===== src/rtl/key_search_ctrl.sv =====
// key_search_ctrl: initiator for the key-increment and decrypt-check handshakes.
// Walks candidate keys from KEY_INIT and stops on the first valid key (found)
// or when the key space runs out (failed).
// Ports: clk, reset (sync, active-high), go;
//   key_start/key_finish/key_exhausted/key_in to the incrementer;
//   key_out to the incrementer and decrypt core;
//   dec_start/dec_finish/dec_valid to the decrypt core;
//   busy/found/failed/timeout/attempts as status.
// Build option: define KEY_SEARCH_TIMEOUT_EN to enable the handshake watchdog.
`timescale 1ns/1ps
module key_search_ctrl #(
    parameter int unsigned      KEY_W          = 24,
    parameter logic [KEY_W-1:0] KEY_INIT       = 24'h000000,
    parameter logic [KEY_W-1:0] KEY_LIMIT      = 24'h400000,
    parameter int unsigned      TIMEOUT_CYCLES = 1024
) (
    input  logic             clk,
    input  logic             reset,
    input  logic             go,
    output logic             key_start,
    input  logic             key_finish,
    input  logic             key_exhausted,
    input  logic [KEY_W-1:0] key_in,
    output logic [KEY_W-1:0] key_out,
    output logic             dec_start,
    input  logic             dec_finish,
    input  logic             dec_valid,
    output logic             busy,
    output logic             found,
    output logic             failed,
    output logic             timeout,
    output logic [KEY_W-1:0] attempts
);

    typedef enum logic [2:0] {
        IDLE,
        DEC_REQ,
        DEC_WAIT,
        KEY_HOLD,
        KEY_REQ,
        KEY_WAIT,
        FOUND,
        FAIL
    } state_e;

    state_e           state_q, state_d;
    logic [KEY_W-1:0] key_q, key_d;
    logic [KEY_W-1:0] att_q, att_d;
    logic             timeout_q, timeout_d;
    logic             kfin_q, dfin_q;
    logic             kfin_rise, dfin_rise;

    assign kfin_rise = key_finish & ~kfin_q;
    assign dfin_rise = dec_finish & ~dfin_q;

`ifdef KEY_SEARCH_TIMEOUT_EN
    localparam int unsigned TW = $clog2(TIMEOUT_CYCLES) + 1;

    logic [TW-1:0] tmo_q, tmo_d;
    logic          tmo_hit;

    // Fires on the TIMEOUT_CYCLES-th cycle spent in a wait state.
    assign tmo_hit = (tmo_q == TW'(TIMEOUT_CYCLES - 1));

    // Any state change clears the counter, so it restarts on every
    // entry into DEC_WAIT or KEY_WAIT.
    always_comb begin
        tmo_d = tmo_q;
        if (state_d != state_q) begin
            tmo_d = '0;
        end else if (state_q == DEC_WAIT || state_q == KEY_WAIT) begin
            tmo_d = tmo_q + TW'(1);
        end
    end

    always_ff @(posedge clk) begin
        if (reset) begin
            tmo_q <= '0;
        end else begin
            tmo_q <= tmo_d;
        end
    end
`endif

    always_comb begin
        state_d   = state_q;
        key_d     = key_q;
        att_d     = att_q;
        timeout_d = timeout_q;
        unique case (state_q)
            IDLE, FOUND, FAIL: begin
                if (go) begin
                    state_d   = DEC_REQ;
                    key_d     = KEY_INIT;
                    att_d     = '0;
                    timeout_d = 1'b0;
                end
            end
            DEC_REQ: state_d = DEC_WAIT;
            DEC_WAIT: begin
                if (dfin_rise) begin
                    if (dec_valid) begin
                        state_d = FOUND;
                    end else begin
                        if (att_q != '1) begin
                            att_d = att_q + KEY_W'(1);
                        end
                        // Skip KEY_HOLD when the incrementer is already idle.
                        if (key_q == KEY_LIMIT) begin
                            state_d = FAIL;
                        end else if (key_finish) begin
                            state_d = KEY_HOLD;
                        end else begin
                            state_d = KEY_REQ;
                        end
                    end
                end
`ifdef KEY_SEARCH_TIMEOUT_EN
                else if (tmo_hit) begin
                    state_d   = FAIL;
                    timeout_d = 1'b1;
                end
`endif
            end
            KEY_HOLD: begin
                if (!key_finish) begin
                    state_d = KEY_REQ;
                end
            end
            KEY_REQ: state_d = KEY_WAIT;
            KEY_WAIT: begin
                if (key_exhausted) begin
                    state_d = FAIL;
                end else if (kfin_rise) begin
                    key_d   = key_in;
                    state_d = DEC_REQ;
                end
`ifdef KEY_SEARCH_TIMEOUT_EN
                else if (tmo_hit) begin
                    state_d   = FAIL;
                    timeout_d = 1'b1;
                end
`endif
            end
            default: state_d = IDLE;
        endcase
    end

    always_ff @(posedge clk) begin
        if (reset) begin
            state_q   <= IDLE;
            key_q     <= '0;
            att_q     <= '0;
            timeout_q <= 1'b0;
            kfin_q    <= 1'b0;
            dfin_q    <= 1'b0;
        end else begin
            state_q   <= state_d;
            key_q     <= key_d;
            att_q     <= att_d;
            timeout_q <= timeout_d;
            kfin_q    <= key_finish;
            dfin_q    <= dec_finish;
        end
    end

    assign key_start = (state_q == KEY_REQ);
    assign dec_start = (state_q == DEC_REQ);
    assign found     = (state_q == FOUND);
    assign failed    = (state_q == FAIL);
    assign busy      = !(state_q == IDLE || state_q == FOUND || state_q == FAIL);
    assign timeout   = timeout_q;
    assign key_out   = key_q;
    assign attempts  = att_q;

endmodule


===== config.mk =====
export PLATFORM = sky130hd
export DESIGN_NAME = key_search_ctrl
export DESIGN_NICKNAME = d
export VERILOG_FILES = /design/src/rtl/key_search_ctrl.sv
export SDC_FILE = /design/constraint.sdc
export NUM_CORES = 1
export LEC_CHECK = 0
export CORE_ASPECT_RATIO = 0.5
export CORE_MARGIN = 2
export CORE_UTILIZATION = 44
export CTS_BUF_LIST = sky130_fd_sc_hd__clkbuf_4 sky130_fd_sc_hd__clkbuf_8
export DETAILED_ROUTE_END_ITERATION = 10
export HOLD_SLACK_MARGIN = 0.08
export PLACE_DENSITY = 0.78
export REMOVE_ABC_BUFFERS = 1
export SLEW_MARGIN = 15
export SYNTH_ARGS = -nofsm -noshare
export SYNTH_HDL_FRONTEND = slang
export SYNTH_SLANG_ARGS = --single-unit

===== constraint.sdc =====
create_clock -name clk -period 2 [get_ports clk]
set_input_delay 0.6 -clock clk [delete_from_list [all_inputs] [get_ports clk]]
set_output_delay 0.6 -clock clk [all_outputs]
set_load 0.01 [all_outputs]

* Yosys cells after proc, flatten, opt, wreduce, memory -nomap -nowiden
Index checks and enable logic that the tools add are counted.
** Storage, ports and cells
- Output and inout port bits :: 54
- Register bits :: 53
- Input port bits :: 31
- Logic and storage cells :: 54
** Cells by class
- Bitwise gates (word level) :: 4
- Muxes and demuxes :: 17
- Reductions and logical operators :: 10
- Add/subtract/negate cells :: 1
- Equal/unequal tests :: 17
** Operators with widths (number)
- $mux 24 :: 6
- $pmux 24 s2 :: 2
- $add 24x1->24 const B :: 1
- $eq 24x23->1 const B :: 1
- $mux 3 :: 8
- $ne 24x24->1 const B :: 1
- $pmux 3 s6 :: 1
- $ne 2x2->1 const B :: 7
- $eq 3x3->1 const B :: 4
- $reduce_and 4->1 :: 2
- $eq 3x2->1 const B :: 2
- $reduce_and 5->1 :: 1
- $reduce_bool 2->1 :: 2
- $eq 3x1->1 const B :: 1
- $logic_not 3->1 :: 1
- $ne 3x3->1 const B :: 1
- $reduce_or 3->1 :: 1
- $and 1x1->1 :: 2
- $logic_or 1x1->1 :: 2
- $not 1->1 :: 2
- $logic_not 1->1 :: 1

* Longest topological paths before layout
Gate-level depths: netlist of the first run.
- Depth in word-level cells :: 5
- Mapped depth :: 8
- Depth with buffers taken out :: 6

* Worst setup path after synthesis of the first run
No wires, ideal clock.
- Path type :: reg-to-reg
- Start :: reg att_q[0] (netlist: attempts[0])
- End :: reg att_q[3] (netlist: attempts[3])
- Path slack :: -0.071 ns
- Library setup time :: 0.088 ns
- Buffers on the path :: 0
- Arrival time :: 1.983 ns
- Stages on the path, launching flop included :: 7
- Period minus slack after synthesis :: 2.071 ns
- Required time :: 1.912 ns
- Path through :: dfxtp_1 > ha_1 > nand3_1 > or4_4 > nor3_4 > nor2_4 > a311oi_2
** On the way
- Word-level cells in the longest chain between the ends :: 5
- Elaborated cells on any way between the ends :: 8
- Classes of those cells :: add/sub: 1; eq/ne: 2; mux: 4; reduce/logical: 1
** Ends and longest elaborated chain
- start, declared :: line 48 : logic [KEY_W-1:0] att_q, att_d;
- start signal, assigned :: line 160 : att_q <= att_d;
- $add 24x1->24 :: line 106 : att_d = att_q + KEY_W'(1);
- $mux 24 :: line 105 : if (att_q != '1) begin
- $mux 24 :: line 102 : if (dec_valid) begin
- $mux 24 :: line 101 : if (dfin_rise) begin
- $pmux 24 s2 :: line 90 : unique case (state_q)
Parallel ways exist; a longest one is shown, timed or not. The select of a mux whose other input is x is not followed.
A chain may end at the register's enable or synchronous reset.

* Final worst setup path of the first run
- Start :: in go
- End :: reg att_q[14] (netlist: attempts[14])
** On the way
- Word-level cells in the longest chain between the ends :: 2
** Ends and longest elaborated chain
- start, declared :: line 19 : input logic go,
- $ne 2x2->1 (no source line)
- $reduce_and 5->1 (no source line)
Every way passes these cells.

==> results.json, run 1 <==
{
  "leakage_nw": 1.69,
  "clock_power_share_pct": 36.0,
  "firstDrtPassIters": 5,
  "ys_ff_latch": 53,
  "reg2reg_depth": 7,
  "cpLargestDelayFamily": "simple AND/OR/NAND/NOR gates",
  "vias": 3261,
  "crit_fanout": 10,
  "die_y_microns": 61.3,
  "synth.top_cell.area_share_pct": 36.7,
  "place_hpwl_microns": 6480,
  "clock_skew_ns": 0.00680,
  "cts-root-buf": "clkbuf_8",
  "grt.overflow.total": 0,
  "nets": 510,
  "synth_top_cell_by_area": "dfxtp_1",
  "area_delta_synth_final_pct": 51.8,
  "yosysMostFrequentCell": "dfxtp_1",
  "cts_hold_buf": 0,
  "cts.clk_slew.worst_paths_ns": 0.10,
  "min_period_ns": 1.95,
  "grtUsageTotal_pct": 24.2,
  "fmax_mhz": 513,
  "cts_tree": "built",
  "ys_warn_count": 0,
  "ys_top_cells_by_area": "dfxtp_1 (37%), nand2b_1 (6.3%), nand3_1 (5.7%)",
  "worstHoldPathType": "flip-flop to flip-flop",
  "die_w_microns": 119,
  "gp_congestion": 0.901,
  "p_per_area_mw_per_mm2": 558,
  "crit_arrival_ns": 2.20,
  "p_switching_mw": 0.643,
  "antenna_found_initial": 0,
  "numCtsBuffers": 5,
  "start_util_pct": 46.6,
  "use_met2_pct": 44.8,
  "outcome": "finished, final reports clean",
  "grt_start_max_net_pins": 49,
  "insertion_delay_ns": 0.32,
  "swShare_pct": 26.3,
  "port_buffers": 83,
  "internal-power_mw": 1.80,
  "die_area_sq_mm": 0.00727,
  "path_depth": 7,
  "p_seq_share_pct": 44.5,
  "drive_gt1_share_pct": 21.1,
  "max_stage_delay_ns": 0.48,
  "ios": 85,
  "ys_async_sr_fraction_pct": 0,
  "synth_area_per_cell_sq_um": 8.18,
  "fin_crit_sh_pct": 97.4,
  "synth_area_sq_mm": 0.00289,
  "drv_cap": 0,
  "cp.required_ns": 2.25,
  "design.core.area_sq_mm": 0.00621,
  "wl_microns": 8750,
  "reg2reg_from": "attempts[0]",
  "crit_path_end": "attempts[14]",
  "slew_viol_final": 0,
  "worst_path_max_delay_cell": "clkdlybuf4s50_1",
  "holdWs_ns": 0.487,
  "h-tree-depth": 2,
  "crit_start": "go",
  "setup_tns_ns": 0,
  "synth_cell_type_count": 55,
  "synth_edf_count": 0,
  "final_core_util_pct": 70.6,
  "hold_violations": 0,
  "grt_pass1_wl_microns": 14200,
  "r2r_end": "attempts[14]",
  "n_antenna_cell": 0,
  "grt.busiest_layer": "met2",
  "critical_path_buf_inv_count": 2,
  "synthFlopType": "dfxtp_1",
  "clockBufferDepth": 2,
  "synth_common_cells": "dfxtp_1 (53), nand3_1 (33), nand2b_1 (29), nand2_1 (23), o21ai_1 (23)",
  "worstSetupPathType": "primary input to flip-flop",
  "viasPerCell": 5.75,
  "drt_iter0_markers": 288,
  "cts_setup_buffers": 0,
  "grt_pass1_vias": 3150,
  "peakVddDrop_v": 0.000482,
  "combPwrFrac_pct": 19.5,
  "r2r_slack_ns": 0.09,
  "cts_sinks": 53,
  "wl_per_cell_microns": 15.4,
  "endpoint_kind": "flip-flop",
  "synth-seq-area-share_pct": 36.7,
  "detail-route-antenna-nets": 0,
  "final-setup-viol-count": 0,
  "postSynthCellCount": 353,
  "startpoint_type": "primary input",
  "use_met3_pct": 5.46,
  "use_met1_pct": 29.0,
  "crit_chain": "clkdlybuf4s50_1 > nor4b_4 > nand2b_4 > nor2_1 > buf_6 > or3_1 > a21oi_2",
  "rows": 20,
  "drc": 0,
  "total_power_mw": 2.44
}
## repair_timing
item,CTS,global route
gates resized for setup,13,17
endpoints found under the setup margin,12,14
pin swaps,0,0
## cells by family (layout without fill, tap and decap cells)
family | after synthesis | count (layout) | share of synthesized area [%]
buf+inv | 32 | 158 | 4.63
compound gates | 95 | 95 | 22.5
flops | 53 | 53 | 36.7
mux | 4 | 4 | 1.39
fa+ha+maj | 1 | 1 | 0.433
simple gates | 167 | 167 | 34.2
other cells | 1 | 1 | 0.130
## how the worst min path moves through the flow
stage	start	end	slack [ns]	cells past startpoint
finish	key_out[1]	key_out[1]	0.49	2
global route	key_out[22]	key_out[22]	0.51	2
CTS	key_out[0]	key_out[0]	0.49	2
detailed placement	key_out[0]	key_out[0]	0.47	2
global placement	key_out[22]	key_out[22]	0.46	2
floorplan	key_out[0]	key_out[0]	0.49	2
## flip-flops by register name, summed over array words and instances (netlist names)
| name | count |
|---|---|
| attempts | 24 |
| dfin_q | 1 |
| key_out | 24 |
| kfin_q | 1 |
| state_q | 3 |
## tightest hold or removal path, cell delays in order, from the launching register on
cell and delay [ns]:
dfxtp_1 0.33, nand2b_1 0.07, o21ai_1 0.05
## layer usage
metal | routed length [microns] | part of all wire [%]
met4 | 106 | 1.2
met1 | 3700 | 42
met5 | 0 | 0
met3 | 490 | 5.6
met2 | 4450 | 51
## final cells by class
class | count | area (sq um)
Tap cell | 88 | 110
Sequential cell | 53 | 1080
Clock inverter | 3 | 68.8
Fill cell | 516 | 1820
Clock buffer | 5 | 68.8
Timing Repair Buffer | 143 | 1300
Multi-Input combinational cell | 268 | 1740
Inverter | 7 | 26.3
## layout by cell type (no fill, tap or decap), types with 3 or more instances in the layout
cell,Yosys,final
nand3_1,33,33
inv_1,7,7
nand2b_1,29,28
a41oi_1,3,3
a31oi_1,8,8
dlygate4sd2_1,0,4
clkbuf_8,0,5
o21ai_0,10,10
dfxtp_1,53,45
a211oi_1,3,3
nor2_1,20,19
nor3_1,13,12
nand2_1,23,22
and3_1,7,7
clkdlybuf4s50_1,0,74
buf_4,2,58
o31ai_1,4,4
dfxtp_2,0,6
o21ai_1,23,23
nand4_1,8,8
o41ai_1,4,4
dlymetal6s2s_1,0,4
a311oi_2,5,5
a21oi_1,17,16
a311oi_1,4,4
mux2i_1,4,4
a21o_1,3,3
nor4_1,6,6
and4_1,5,5
## metrics by stage
| step | cell area, sq um | worst slack (ns) | instances |
|---|---|---|---|
| floorplan | 2780 | -0.317 | 328 |
| global placement | 4190 | -0.327 | 559 |
| detailed placement | 4190 | -0.421 | 559 |
| CTS | 4340 | 0.00781 | 567 |
| global route | 4380 | -0.00398 | 567 |
| finish | 4380 | 0.0513 | 567 |
## power groups by stage
| stage | Combinational [mW] | Clock (mW) | Sequential, mW |
|---|---|---|---|
| floorplan | 0.183 | 0 | 1.11 |
| global placement | 0.451 | 0 | 1.11 |
| detailed placement | 0.466 | 0 | 1.11 |
| CTS | 0.463 | 0.890 | 1.09 |
| global route | 0.514 | 0.941 | 1.09 |
| finish | 0.477 | 0.880 | 1.09 |
Note: power is estimated with default switching activity, not from simulation.
==> inputs of run 2 (changes only) <==
--- a/config.mk
+++ b/config.mk
@@ -9,6 +9,7 @@
 export CORE_MARGIN = 2
 export CORE_UTILIZATION = 44
 export CTS_BUF_LIST = sky130_fd_sc_hd__clkbuf_4 sky130_fd_sc_hd__clkbuf_8
+export CTS_CLUSTER_DIAMETER = 100
 export DETAILED_ROUTE_END_ITERATION = 10
 export HOLD_SLACK_MARGIN = 0.08
 export PLACE_DENSITY = 0.78
==> results of run 2 <==
Same layout as run 1: the final DEF is identical, and so are final timing and power.
==> inputs of run 3 (changes only) <==
--- a/config.mk
+++ b/config.mk
@@ -14,6 +14,7 @@
 export HOLD_SLACK_MARGIN = 0.08
 export PLACE_DENSITY = 0.78
 export REMOVE_ABC_BUFFERS = 1
+export SETUP_SLACK_MARGIN = 0.02
 export SLEW_MARGIN = 15
 export SYNTH_ARGS = -nofsm -noshare
 export SYNTH_HDL_FRONTEND = slang
==> run 3 against run 2 <==
Compared with the run above: first-iteration DRC count up 32%; fmax up 0.45%; final area up 1.4%; clock skew about the same; highest routed layer unchanged.
==> results.json, run 3 (synthesis gave the netlist of run 1 again) <==
{
  "outcome": "finished, final reports clean",
  "r2r_end": "attempts[13]",
  "cts.clk_slew.worst_paths_ns": 0.10,
  "drive_gt1_share_pct": 24.1,
  "leakage_nw": 1.78,
  "die_area_sq_mm": 0.00727,
  "start_util_pct": 46.6,
  "clock_skew_ns": 0.00643,
  "grt_pass1_vias": 3137,
  "numCtsBuffers": 5,
  "combPwrFrac_pct": 19.7,
  "final-setup-viol-count": 0,
  "crit_chain": "buf_4 > clkdlybuf4s50_1",
  "worstSetupPathType": "flip-flop to output pin",
  "grt.overflow.total": 0,
  "drt_iter0_markers": 379,
  "path_depth": 2,
  "mostFrequentLayoutCells": "clkdlybuf4s50_1 (69), buf_4 (61), dfxtp_1 (39)",
  "reg2reg_from": "attempts[0]",
  "clock_power_share_pct": 36.0,
  "cts_sinks": 53,
  "fin_crit_sh_pct": 97.0,
  "drv_cap": 0,
  "nets": 513,
  "rows": 20,
  "crit_path_end": "attempts[10]",
  "grt_pass1_wl_microns": 14200,
  "startpoint_type": "flip-flop",
  "p_seq_share_pct": 44.3,
  "vias": 3281,
  "stdcell_count": 570,
  "clockBufferDepth": 2,
  "cts_tree": "built",
  "worst_path_max_delay_cell": "clkdlybuf4s50_1",
  "total_power_mw": 2.45,
  "die_y_microns": 61.3,
  "p_per_area_mw_per_mm2": 551,
  "h-tree-depth": 2,
  "max_stage_delay_ns": 0.53,
  "place_ws_ns": -0.421,
  "die_w_microns": 119,
  "holdWs_ns": 0.487,
  "grtUsageTotal_pct": 24.2,
  "crit_arrival_ns": 1.34,
  "crit_start": "attempts[10]",
  "swShare_pct": 26.6,
  "design.core.area_sq_mm": 0.00621,
  "cpLargestDelayFamily": "buffers and inverters",
  "wl_per_cell_microns": 15.7,
  "cts-root-buf": "clkbuf_8",
  "r2r_slack_ns": 0.09,
  "ios": 85,
  "internal-power_mw": 1.80,
  "cp.required_ns": 1.40,
  "setup_ws_ns": 0.0601,
  "area_delta_synth_final_pct": 53.9,
  "detail-route-antenna-nets": 0,
  "insertion_delay_ns": 0.32,
  "min_period_ns": 1.94,
  "critical_path_buf_inv_count": 2,
  "n_antenna_cell": 0,
  "firstDrtPassIters": 5,
  "layout_commonest_cell": "clkdlybuf4s50_1",
  "endpoint_kind": "output pin",
  "dpl.cell_count": 559,
  "fmax_mhz": 515,
  "crit_fanout": 4,
  "hold_violations": 0,
  "worstHoldPathType": "flip-flop to flip-flop",
  "viasPerCell": 5.76,
  "antenna_found_initial": 0,
  "wl_microns": 8960,
  "place_hpwl_microns": 6480,
  "reg2reg_depth": 7,
  "rsz0062_at_grt": "true",
  "port_buffers": 83,
  "drc": 0,
  "slew_viol_final": 0,
  "gp_congestion": 0.901,
  "p_switching_mw": 0.651,
  "grt_start_max_net_pins": 49,
  "cts_hold_buf": 0,
  "peakVddDrop_v": 0.000481
}
[run 3: area by class of cell]
type	instances	area, sq um
fillers	508	1760
flip-flops and latches	53	1080
multi-input cells	268	1760
clock inverters	3	68.8
well taps	88	110
repair buffers	146	1330
inverters	7	26.3
clock buffers	5	68.8
[run 3: timing repair]
action / in CTS / in global routing
setup buffers: 0 / 3
pin swaps: 0 / 2
endpoints found under the setup margin: 15 / 28
gates resized for setup: 17 / 32
[run 3: worst min-delay path by stage]
| stage | start | endpoint | slack, ns | cells after the start |
|---|---|---|---|---|
| finish | key_out[1] | key_out[1] | 0.49 | 2 |
| global route | key_out[22] | key_out[22] | 0.51 | 2 |
| CTS | key_out[0] | key_out[0] | 0.49 | 2 |
| detailed placement | key_out[0] | key_out[0] | 0.47 | 2 |
| global placement | key_out[22] | key_out[22] | 0.46 | 2 |
| floorplan | key_out[0] | key_out[0] | 0.49 | 2 |
[run 3: worst register-to-register path, stage by stage (launching register included)]
cell	delay, ns
dfxtp_1	0.35
ha_2	0.21
nand3_1	0.11
buf_4	0.18
nor4_4	0.29
nand2_2	0.14
and3_1	0.25
a311oi_2	0.28
[run 3: metal layers]
layer	track usage, %	part of all wire, %
met2	44.5	50
met4	7.99	1.3
met5	0	0
met3	5.46	5.8
met1	29.3	43
[run 3: power by group through the flow]
stage	Clock [mW]	Sequential, mW	Combinational, mW
floorplan	0	1.11	0.183
global placement	0	1.11	0.451
detailed placement	0	1.11	0.466
CTS	0.890	1.09	0.468
global route	0.937	1.09	0.516
finish	0.883	1.09	0.482
[run 3: through the flow]
step | setup TNS, ns | area (sq um) | utilization, %
detailed placement | -11.06 | 4190 | 67.5
finish | 0 | 4450 | 71.7
floorplan | -9.64 | 2780 | -
global route | 0 | 4450 | 71.7
CTS | 0 | 4350 | 70.1
global placement | -7.65 | 4190 | 67.5
